==> src/rtl/mem_arbiter.sv <==
// mem_arbiter: arbitrates instruction fetch and MEM-stage data access
// onto one single-port memory with a fixed access latency.
// Ports:
//   clk, reset                  clock, synchronous active-low reset
//   if_req/if_addr              fetch request and address
//   if_rdata/if_valid           fetched word, one-cycle completion pulse
//   d_req/d_we/d_addr/d_wdata   data request (load or store)
//   d_rdata/d_valid             load data, one-cycle completion pulse
//   stall_if/stall_mem          combinational stalls to the hazard unit
//   mem_en/mem_we/mem_addr/     memory macro interface
//   mem_wdata/mem_rdata
//   busy                        arbiter is not idle
module mem_arbiter #(
    parameter int AW   = 32,
    parameter int DW   = 32,
    parameter int LAT  = 2,
    parameter int MAXD = 2
) (
    input  logic          clk,
    input  logic          reset,
    input  logic          if_req,
    input  logic [AW-1:0] if_addr,
    output logic [DW-1:0] if_rdata,
    output logic          if_valid,
    input  logic          d_req,
    input  logic          d_we,
    input  logic [AW-1:0] d_addr,
    input  logic [DW-1:0] d_wdata,
    output logic [DW-1:0] d_rdata,
    output logic          d_valid,
    output logic          stall_if,
    output logic          stall_mem,
    output logic          mem_en,
    output logic          mem_we,
    output logic [AW-1:0] mem_addr,
    output logic [DW-1:0] mem_wdata,
    input  logic [DW-1:0] mem_rdata,
    output logic          busy
);

    localparam int CW = $clog2(LAT + 1);
    localparam int SW = (MAXD > 0) ? $clog2(MAXD + 1) : 1;

    typedef enum logic [1:0] {
        S_IDLE,
        S_ACCESS,
        S_RESP
    } state_e;

    state_e        state_q, state_d;
    logic          owner_q, owner_d;   // 1 = data, 0 = fetch
    logic          we_q, we_d;
    logic [AW-1:0] addr_q, addr_d;
    logic [DW-1:0] wdata_q, wdata_d;
    logic [CW-1:0] cnt_q, cnt_d;
    logic [SW-1:0] streak_q, streak_d;
    logic [DW-1:0] if_rdata_q, if_rdata_d;
    logic [DW-1:0] d_rdata_q, d_rdata_d;

    logic streak_full;
    logic fetch_win;

    assign streak_full = (streak_q == SW'(MAXD));
    // Data has priority until it has starved a pending fetch MAXD times.
    assign fetch_win   = if_req & (~d_req | streak_full);

    always_ff @(posedge clk) begin
        if (!reset) begin
            state_q    <= S_IDLE;
            owner_q    <= 1'b0;
            we_q       <= 1'b0;
            addr_q     <= '0;
            wdata_q    <= '0;
            cnt_q      <= '0;
            streak_q   <= '0;
            if_rdata_q <= '0;
            d_rdata_q  <= '0;
        end else begin
            state_q    <= state_d;
            owner_q    <= owner_d;
            we_q       <= we_d;
            addr_q     <= addr_d;
            wdata_q    <= wdata_d;
            cnt_q      <= cnt_d;
            streak_q   <= streak_d;
            if_rdata_q <= if_rdata_d;
            d_rdata_q  <= d_rdata_d;
        end
    end

    always_comb begin
        state_d    = state_q;
        owner_d    = owner_q;
        we_d       = we_q;
        addr_d     = addr_q;
        wdata_d    = wdata_q;
        cnt_d      = cnt_q;
        streak_d   = streak_q;
        if_rdata_d = if_rdata_q;
        d_rdata_d  = d_rdata_q;
        unique case (state_q)
            S_IDLE: begin
                if (if_req || d_req) begin
                    state_d = S_ACCESS;
                    cnt_d   = CW'(1);
                    if (fetch_win) begin
                        owner_d  = 1'b0;
                        we_d     = 1'b0;
                        addr_d   = if_addr;
                        streak_d = '0;
                    end else begin
                        owner_d = 1'b1;
                        we_d    = d_we;
                        addr_d  = d_addr;
                        wdata_d = d_wdata;
                        // Only grants that bypass a waiting fetch count.
                        if (!if_req)
                            streak_d = '0;
                        else if (!streak_full)
                            streak_d = streak_q + SW'(1);
                    end
                end
            end
            S_ACCESS: begin
                if (cnt_q == CW'(LAT)) begin
                    state_d = S_RESP;
                    cnt_d   = '0;
                    if (!owner_q)
                        if_rdata_d = mem_rdata;
                    else if (!we_q)
                        d_rdata_d = mem_rdata;
                end else begin
                    cnt_d = cnt_q + CW'(1);
                end
            end
            S_RESP: begin
                state_d = S_IDLE;
            end
            default: begin
                state_d = S_IDLE;
            end
        endcase
    end

    assign mem_en    = (state_q == S_ACCESS);
    assign mem_we    = mem_en & we_q;
    assign mem_addr  = addr_q;
    assign mem_wdata = wdata_q;
    assign if_valid  = (state_q == S_RESP) & ~owner_q;
    assign d_valid   = (state_q == S_RESP) & owner_q;
    assign if_rdata  = if_rdata_q;
    assign d_rdata   = d_rdata_q;
    assign stall_if  = if_req & ~if_valid;
    assign stall_mem = d_req & ~d_valid;
    assign busy      = (state_q != S_IDLE);

endmodule

==> config.mk <==
export PLATFORM = sky130hd
export DESIGN_NAME = mem_arbiter
export DESIGN_NICKNAME = d
export VERILOG_FILES = /design/src/rtl/mem_arbiter.sv
export SDC_FILE = /design/constraint.sdc
export NUM_CORES = 1
export LEC_CHECK = 0
export CAP_MARGIN = 20
export CORE_ASPECT_RATIO = 2
export CORE_MARGIN = 1
export CORE_UTILIZATION = 38
export CTS_CLUSTER_DIAMETER = 60
export DETAILED_ROUTE_END_ITERATION = 8
export PLACE_DENSITY = 0.87
export REMOVE_ABC_BUFFERS = 1
export SYNTH_ARGS = -nofsm -noshare
export SYNTH_HDL_FRONTEND = slang
export SYNTH_SLANG_ARGS = --single-unit
==> constraint.sdc <==
create_clock -name clk -period 1.7 [get_ports clk]
set_input_delay 0.34 -clock clk [delete_from_list [all_inputs] [get_ports clk]]
set_output_delay 0.34 -clock clk [all_outputs]
set_load 0.02 [all_outputs]
Yosys cells after proc, flatten, opt, wreduce, memory -nomap -nowiden --
Index checks and enable logic that the tools add are counted.
Word-level totals: input bits 133, register bits after elaboration 136, logic and storage cells 53
Cells by class: add/sub/neg operators 2, bitwise logic cells 13, reductions and logical operators 11, eq/ne operators 7, multiplexer cells 11
Operator list (count):
- $mux W32 | 1
- $mux W2 | 6
- $reduce_and A3 Y1 | 3
- $pmux W2 S2 | 2
- $and A1 B1 Y1 | 6
- $eq A2 B2 Y1 const B | 3
- $not A1 Y1 | 6
- $reduce_and A2 Y1 | 3
- $add A2 B1 Y2 const B | 2
- $reduce_and A4 Y1 | 1
- $reduce_bool A2 Y1 | 2
- $ne A3 B2 Y1 const B | 1
- $eq A2 B1 Y1 const B | 1
- $logic_not A2 Y1 | 1
- $mux W1 | 2
- $ne A2 B1 Y1 const B | 1
- $ne A2 B2 Y1 const B | 1
- $logic_or A1 B1 Y1 | 1
- $or A1 B1 Y1 | 1

Logic depth before layout (Yosys ltp) --
Gate-level depths: netlist of run 1.
depth in word-level cells 5, depth in mapped cells 7, gate-level depth less buffers 5

Worst setup path before layout of run 1 --
No wires, ideal clock.
path kind register -> register, from register streak_q[0], to register addr_q[24] (netlist: mem_addr[24]), setup time 0.122 ns, required time 1.578 ns, data arrival time 1.541 ns, stages on the path, launching flop included 8, slack 0.038 ns, clock period less this slack 1.662 ns, cells stage by stage dfxtp_1 -> inv_1 -> ha_1 -> nand2b_1 -> clkbuf_1 -> clkbuf_1 -> a21boi_0 -> o311a_1
On the way: cells in the longest elaborated chain, start to end 4
RTL lines:
- from (decl) | line 56 | logic [SW-1:0] streak_q, streak_d;
- from (signal assigned) | line 85 | streak_q <= streak_d;
- $eq A2 B2 Y1 | line 63 | assign streak_full = (streak_q == SW'(MAXD));
- $or A1 B1 Y1 | line 65 | assign fetch_win = if_req & (~d_req | streak_full);
- $and A1 B1 Y1 | line 65
- $mux W32 | line 106 | if (fetch_win) begin
- to (signal assigned) | line 82 | addr_q <= addr_d;
- to (decl) | line 53 | logic [AW-1:0] addr_q, addr_d;
Every way passes these cells. A chain may end at the register's enable or synchronous reset.

Worst setup path after layout of run 1 --
from register wdata_q[10] (netlist: mem_wdata[10]), to output port mem_wdata[10]
RTL lines:
- from (decl) | line 54 | logic [DW-1:0] wdata_q, wdata_d;
- from (signal assigned) | line 83 | wdata_q <= wdata_d;
- to (decl) | line 36 | output logic [DW-1:0] mem_wdata,
No word-level cell between the ends.

==> out/results.ini, run 1 <==
[clocking]
cts_sinks = 136
cts-hold-fix-buffers = 0
cts_buffers = 17
cts_root_buf = clkbuf_16
h-tree-depth = 4
cts_tree = done
cts.clk_slew.worst_paths_ns = 0.06
clk_latency_ns = 0.41
clock_path_buffers = 2

[cells_and_area]
drive_above_1_share = 0.0889
syn_to_final_growth_pct = 60.8
design_area_mm2 = 0.00940
postLayoutCoreUtil = 0.631
layout.nets = 1011
antenna_cells = 0

[synthesis]
post-synth-top-area-fraction = 0.466
syn_area_mm2 = 0.00584
synth.avg_cell_area_um2 = 9.47
netlist_top_cells_area = dfxtp_1, mux2i_1, nand2_1
netlist_instances = 617
ys_ff_latch = 136
synthArstFlopShare = 0
synth_ff_type = dfxtp_1
yosysTopAreaCell = dfxtp_1
yosysWarningCount = 0
synth_edf_count = 0
yosysSeqAreaShare = 0.466
yosysUniqueCellTypes = 31

[min_path]
hold_depth = 3
worstHoldStart = reset
hold_class = in2reg
holdPathEnd = mem_wdata[30]

[power_and_ir_drop]
power.switching_mw = 2.26
p_int_mw = 6.18
irDropWorstVdd_mv = 0.633
p_leak_nw = 5.04
power_frac_seq = 0.408
p_sw_frac = 0.267
powerDensity_mw_per_mm2 = 898
clkPwrFrac = 0.408
power_frac_comb = 0.184

[timing]
final_hold_viol_count = 0
skew_ns = 0.0129
layout_setup_ws_ns = 0.0284
post-route-period-util = 0.983
rsz0062_at_grt = no
max_freq_mhz = 598
slew_violations = 0
worstMarginPinSlew_ns = 0.389
setup_viol = 0
max_slew_margin = 0.741
setup_tns_ns = 0
period_needed_ns = 1.67

[grt]
grt_max_degree = 54
overflow = 0
groute.usage.overall = 0.217
grt_pass1_wl_mm = 26.3
grt_pass1_vias = 5382
antenna_found_initial = 0

[worst_setup_path]
cp-end-kind = output pin
crit_type = reg2out
crit_fanout = 2
crit_family = buffers and inverters
cp_cell_sequence = clkdlybuf4s50_1
reg2reg_slack_ns = 0.09
r2r_cells = 6
cp_num_buf_inv = 1
critPathMaxStageDelay_ns = 0.61
reg2reg_from = state_q[0]
crit_arrival_ns = 1.33
rr_endpoint = mem_wdata[8]
start_kind = flip-flop
worstPathRequired_ns = 1.36
slowest_stage = clkdlybuf4s50_1

[drt]
first_iter_violations = 155
routed-via-count = 5473
wl_mm = 17.6
firstDrtPassIters = 4
drc = 0
wl_per_cell_um = 16.3
ant_nets = 0
routed_via_density = 5.05

[floorplanning]
start_util = 0.392
io_pins = 268
die_w_um = 89.7
num_rows = 63
core_mm2 = 0.0149
fp.dieH_um = 177
die-area_mm2 = 0.0159

[placed_design]
gp_congestion = 0.832
portBuffers = 267
dp_hpwl_mm = 12.7
dpl_cell_area_mm2 = 0.00880
dp_slack_ns = -0.309

[status]
status = finished, final reports clean

[flow_run]
maxCapViolCount = 0

-- metal layers --
metal / up-vias / wire length [um] / GRT usage
met4: 0 / 881 / 0.125
met1: 2543 / 6160 / 0.210
li1: 2665 / - / -
met5: - / 0 / 0
met2: 209 / 9570 / 0.397
met3: 56 / 1000 / 0.0558
-- stage by stage --
| stage | cells | power (mW) | hold slack, ns |
|---|---|---|---|
| 2_1_floorplan | 559 | 4.18 | 0.457 |
| 3_3_place_gp | 1051 | 5.10 | 0.441 |
| 3_5_place_dp | 1051 | 5.13 | 0.449 |
| 4_1_cts | 1083 | 8.52 | 0.334 |
| 5_1_grt | 1084 | 8.81 | 0.347 |
| 6_report | 1084 | 8.44 | 0.348 |
-- area by class of cell --
| type | count | area, um^2 |
|---|---|---|
| clock buffers | 18 | 429 |
| clock inverters | 13 | 123 |
| fillers | 1190 | 5500 |
| inverters | 4 | 15.0 |
| multi-input cells | 419 | 2840 |
| flip-flops and latches | 136 | 2730 |
| well taps | 195 | 244 |
| repair buffers | 299 | 3020 |
-- how the worst max path moves through the flow --
stage | startpoint | to | slack, ns | depth (start not counted)
2_1_floorplan | cnt_q[1] | if_rdata[0] | -1.75 | 3
3_3_place_gp | d_req | stall_mem | -0.29 | 3
3_5_place_dp | d_req | mem_wdata[8] | -0.31 | 6
4_1_cts | state_q[0] | busy | -0.007 | 2
5_1_grt | mem_wdata[10] | mem_wdata[10] | 0.0001 | 1
6_report | mem_wdata[10] | mem_wdata[10] | 0.03 | 1
-- registers in the layout (all words and copies together) (netlist names) --
register / flops
mem_addr: 32
d_rdata: 32
streak_q: 2
cnt_q: 2
state_q: 2
owner_q: 1
mem_wdata: 32
we_q: 1
if_rdata: 32
-- cells in the final DEF (no fill, tap or decap), types with 2 or more instances in the layout --
master           count
o21ai_0              4
and2_1               2
buf_12               8
o311a_1             32
clkinvlp_4           4
nand2_1            160
buf_2                3
buf_6                3
and3_1              33
clkinv_2             2
mux2i_1             96
nor2b_1              2
dfxtp_2              2
nor2_1               3
o21a_1               2
dlygate4sd2_1       81
buf_4               21
inv_6                3
o21bai_1            32
clkbuf_2             4
clkinv_4             3
a21boi_0            36
clkdlybuf4s50_1    131
or4_1                2
dlymetal6s2s_1      46
inv_1                3
dfxtp_1            134
clkbuf_16           18
-- power groups by stage --
stage | Combinational [mW] | Sequential [mW] | Clock (mW)
floorplan | 0.484 | 3.70 | 0
global placement | 1.59 | 3.51 | 0
detailed placement | 1.61 | 3.52 | 0
CTS | 1.56 | 3.45 | 3.52
global route | 1.66 | 3.46 | 3.69
finish | 1.55 | 3.45 | 3.44
-- cells by family after synthesis --
logic type	synth area share
AOI/OAI and AO/OA	0.155
adders and majority gates	0.00214
buffers and inverters	0.0531
DFF	0.466
muxes	0.164
and+or+nand+nor	0.159
-- worst reg2reg max path, stage by stage, from the launching register on --
cell      delay [ns]
dfxtp_2         0.35
or2_4           0.29
buf_4           0.18
a211oi_4        0.17
buf_6           0.17
buf_12          0.15
mux2i_1         0.23
-- cell usage after synthesis (3+ instances only) --
master	n
buf_1	3
o21bai_1	32
nor2_1	4
clkbuf_1	39
o311a_1	32
mux2i_1	96
and3_1	33
dfxtp_1	136
o21ai_0	4
buf_2	5
a21boi_0	36
buf_6	8
nand2_1	160
buf_4	3
inv_1	4
-- repair_timing --
action / in CTS / in global routing
setup buffers: 1 / 0
setup endpoints to repair: 127 / 62
resized for setup: 104 / 54
pin swaps: 1 / 0
cloned: 0 / 1
Note: power is estimated with default switching activity, not from simulation.
==> run 2, diff against run 1 <==
- RECOVER_POWER: default -> 100
==> out/results.ini, run 2 (synthesis gave the netlist of run 1 again) <==
[status]
status = finished, final reports clean

[floorplanning]
num_rows = 63
die_w_um = 89.7
io_pins = 268
start_util = 0.392
die-area_mm2 = 0.0159
fp.dieH_um = 177
core_mm2 = 0.0149

[clocking]
clk_latency_ns = 0.41
cts_buffers = 17
cts.clk_slew.worst_paths_ns = 0.06
h-tree-depth = 4
cts_root_buf = clkbuf_16
cts-hold-fix-buffers = 0
cts_tree = done
clock_path_buffers = 2
cts_sinks = 136

[cells_and_area]
drive_above_1_share = 0.0844
final_common_cell = nand2_1
layout_common_cells = nand2_1, dfxtp_1, clkdlybuf4s50_1, mux2i_1, dlygate4sd2_1
layout.nets = 1011
design_area_mm2 = 0.00894
fill_cells = 1302
syn_to_final_growth_pct = 52.9
antenna_cells = 0

[grt]
grt_pass1_wl_mm = 26.3
antenna_found_initial = 0
grt_max_degree = 54
grt_pass1_vias = 5382
overflow = 0
groute.usage.overall = 0.217

[drt]
first_iter_violations = 140
wl_per_cell_um = 16.3
firstDrtPassIters = 4
drc = 0
routed-via-count = 5476
wl_mm = 17.7
routed_via_density = 5.05
ant_nets = 0

[placed_design]
gp_congestion = 0.832
dp_hpwl_mm = 12.7
dpl_cell_area_mm2 = 0.00880
dp_slack_ns = -0.309
portBuffers = 267

[timing]
period_needed_ns = 1.67
final_hold_viol_count = 0
slew_violations = 0
max_slew_margin = 0.711
setup_tns_ns = 0
max_freq_mhz = 598
post-route-period-util = 0.984
layout_setup_ws_ns = 0.0279
rsz0062_at_grt = no
skew_ns = 0.0137
worstMarginPinSlew_ns = 0.433
setup_viol = 0

[worst_setup_path]
startpoint = mem_wdata[10]
rr_endpoint = mem_wdata[12]
cp_num_buf_inv = 1
crit_fanout = 2
crit_arrival_ns = 1.33
r2r_cells = 6
worstPathRequired_ns = 1.36
cp-end-kind = output pin
reg2reg_slack_ns = 0.08
crit_family = buffers and inverters
reg2reg_from = state_q[0]
path_depth = 1
critPathMaxStageDelay_ns = 0.61
start_kind = flip-flop
crit_type = reg2out
slowest_stage = clkdlybuf4s50_1
critPathCapture = mem_wdata[10]
cp_cell_sequence = clkdlybuf4s50_1

[min_path]
worstHoldStart = reset
hold_class = in2reg

[flow_run]
maxCapViolCount = 0

[power_and_ir_drop]
p_leak_nw = 4.13
powerDensity_mw_per_mm2 = 935
irDropWorstVdd_mv = 0.632

-- run 2: changes by cell type in the layout (fill, tap and decap cells not counted), sizes merged --
cell	change
clkbuf	+49
buf	-3
dlymetal6s2s	-46
-- run 2: stage by stage --
step / hold slack, ns / utilization / instances / power, mW
2_1_floorplan: 0.457 / - / 559 / 4.18
3_3_place_gp: 0.441 / 0.591 / 1051 / 5.10
3_5_place_dp: 0.449 / 0.591 / 1051 / 5.13
4_1_cts: 0.334 / 0.622 / 1083 / 8.52
5_1_grt: 0.347 / 0.600 / 1084 / 8.73
6_report: 0.346 / 0.600 / 1084 / 8.36
-- run 2: area by class of cell --
class | instances | area [um^2] | area share
clock inverter | 13 | 123 | 0.0137
clock buffer | 18 | 429 | 0.0480
multi-input combinational | 419 | 2840 | 0.317
inverter | 4 | 15.0 | 0.00168
timing repair buffer | 299 | 2560 | 0.287
tap | 195 | 244 | 0.0273
sequential | 136 | 2730 | 0.305
-- run 2: repair_timing --
item / 4_1_cts / 5_1_grt
setup endpoints to repair: 127 / 62
gates cloned: 0 / 1
pin swaps: 1 / 0
setup buffers: 1 / 0
endpoints found under the hold margin: 0 / 0
gates resized for setup: 104 / 54
-- run 2: layer usage --
layer | routed length [um] | track usage | share of wire
met5 | 0 | 0 | 0
met4 | 888 | 0.125 | 0.050
met3 | 942 | 0.0558 | 0.053
met2 | 9520 | 0.397 | 0.54
met1 | 6300 | 0.210 | 0.36
-- run 2: worst min-delay path by stage --
stage / slack [ns] / depth (start not counted) / endpoint
detailed placement: 0.45 / 2 / if_rdata[25]
floorplan: 0.46 / 1 / owner_q
global placement: 0.44 / 2 / mem_wdata[3]
finish: 0.35 / 2 / owner_q
global route: 0.35 / 3 / if_rdata[17]
CTS: 0.33 / 2 / owner_q
-- run 2: power breakdown --
part	total, mW	leakage (nW)	internal (mW)	switching (mW)
registers	3.45	1.11	3.36	0.0889
logic	1.47	2.76	0.727	0.743
clock network	3.44	0.259	2.02	1.42
total	8.36	4.13	6.10	2.25
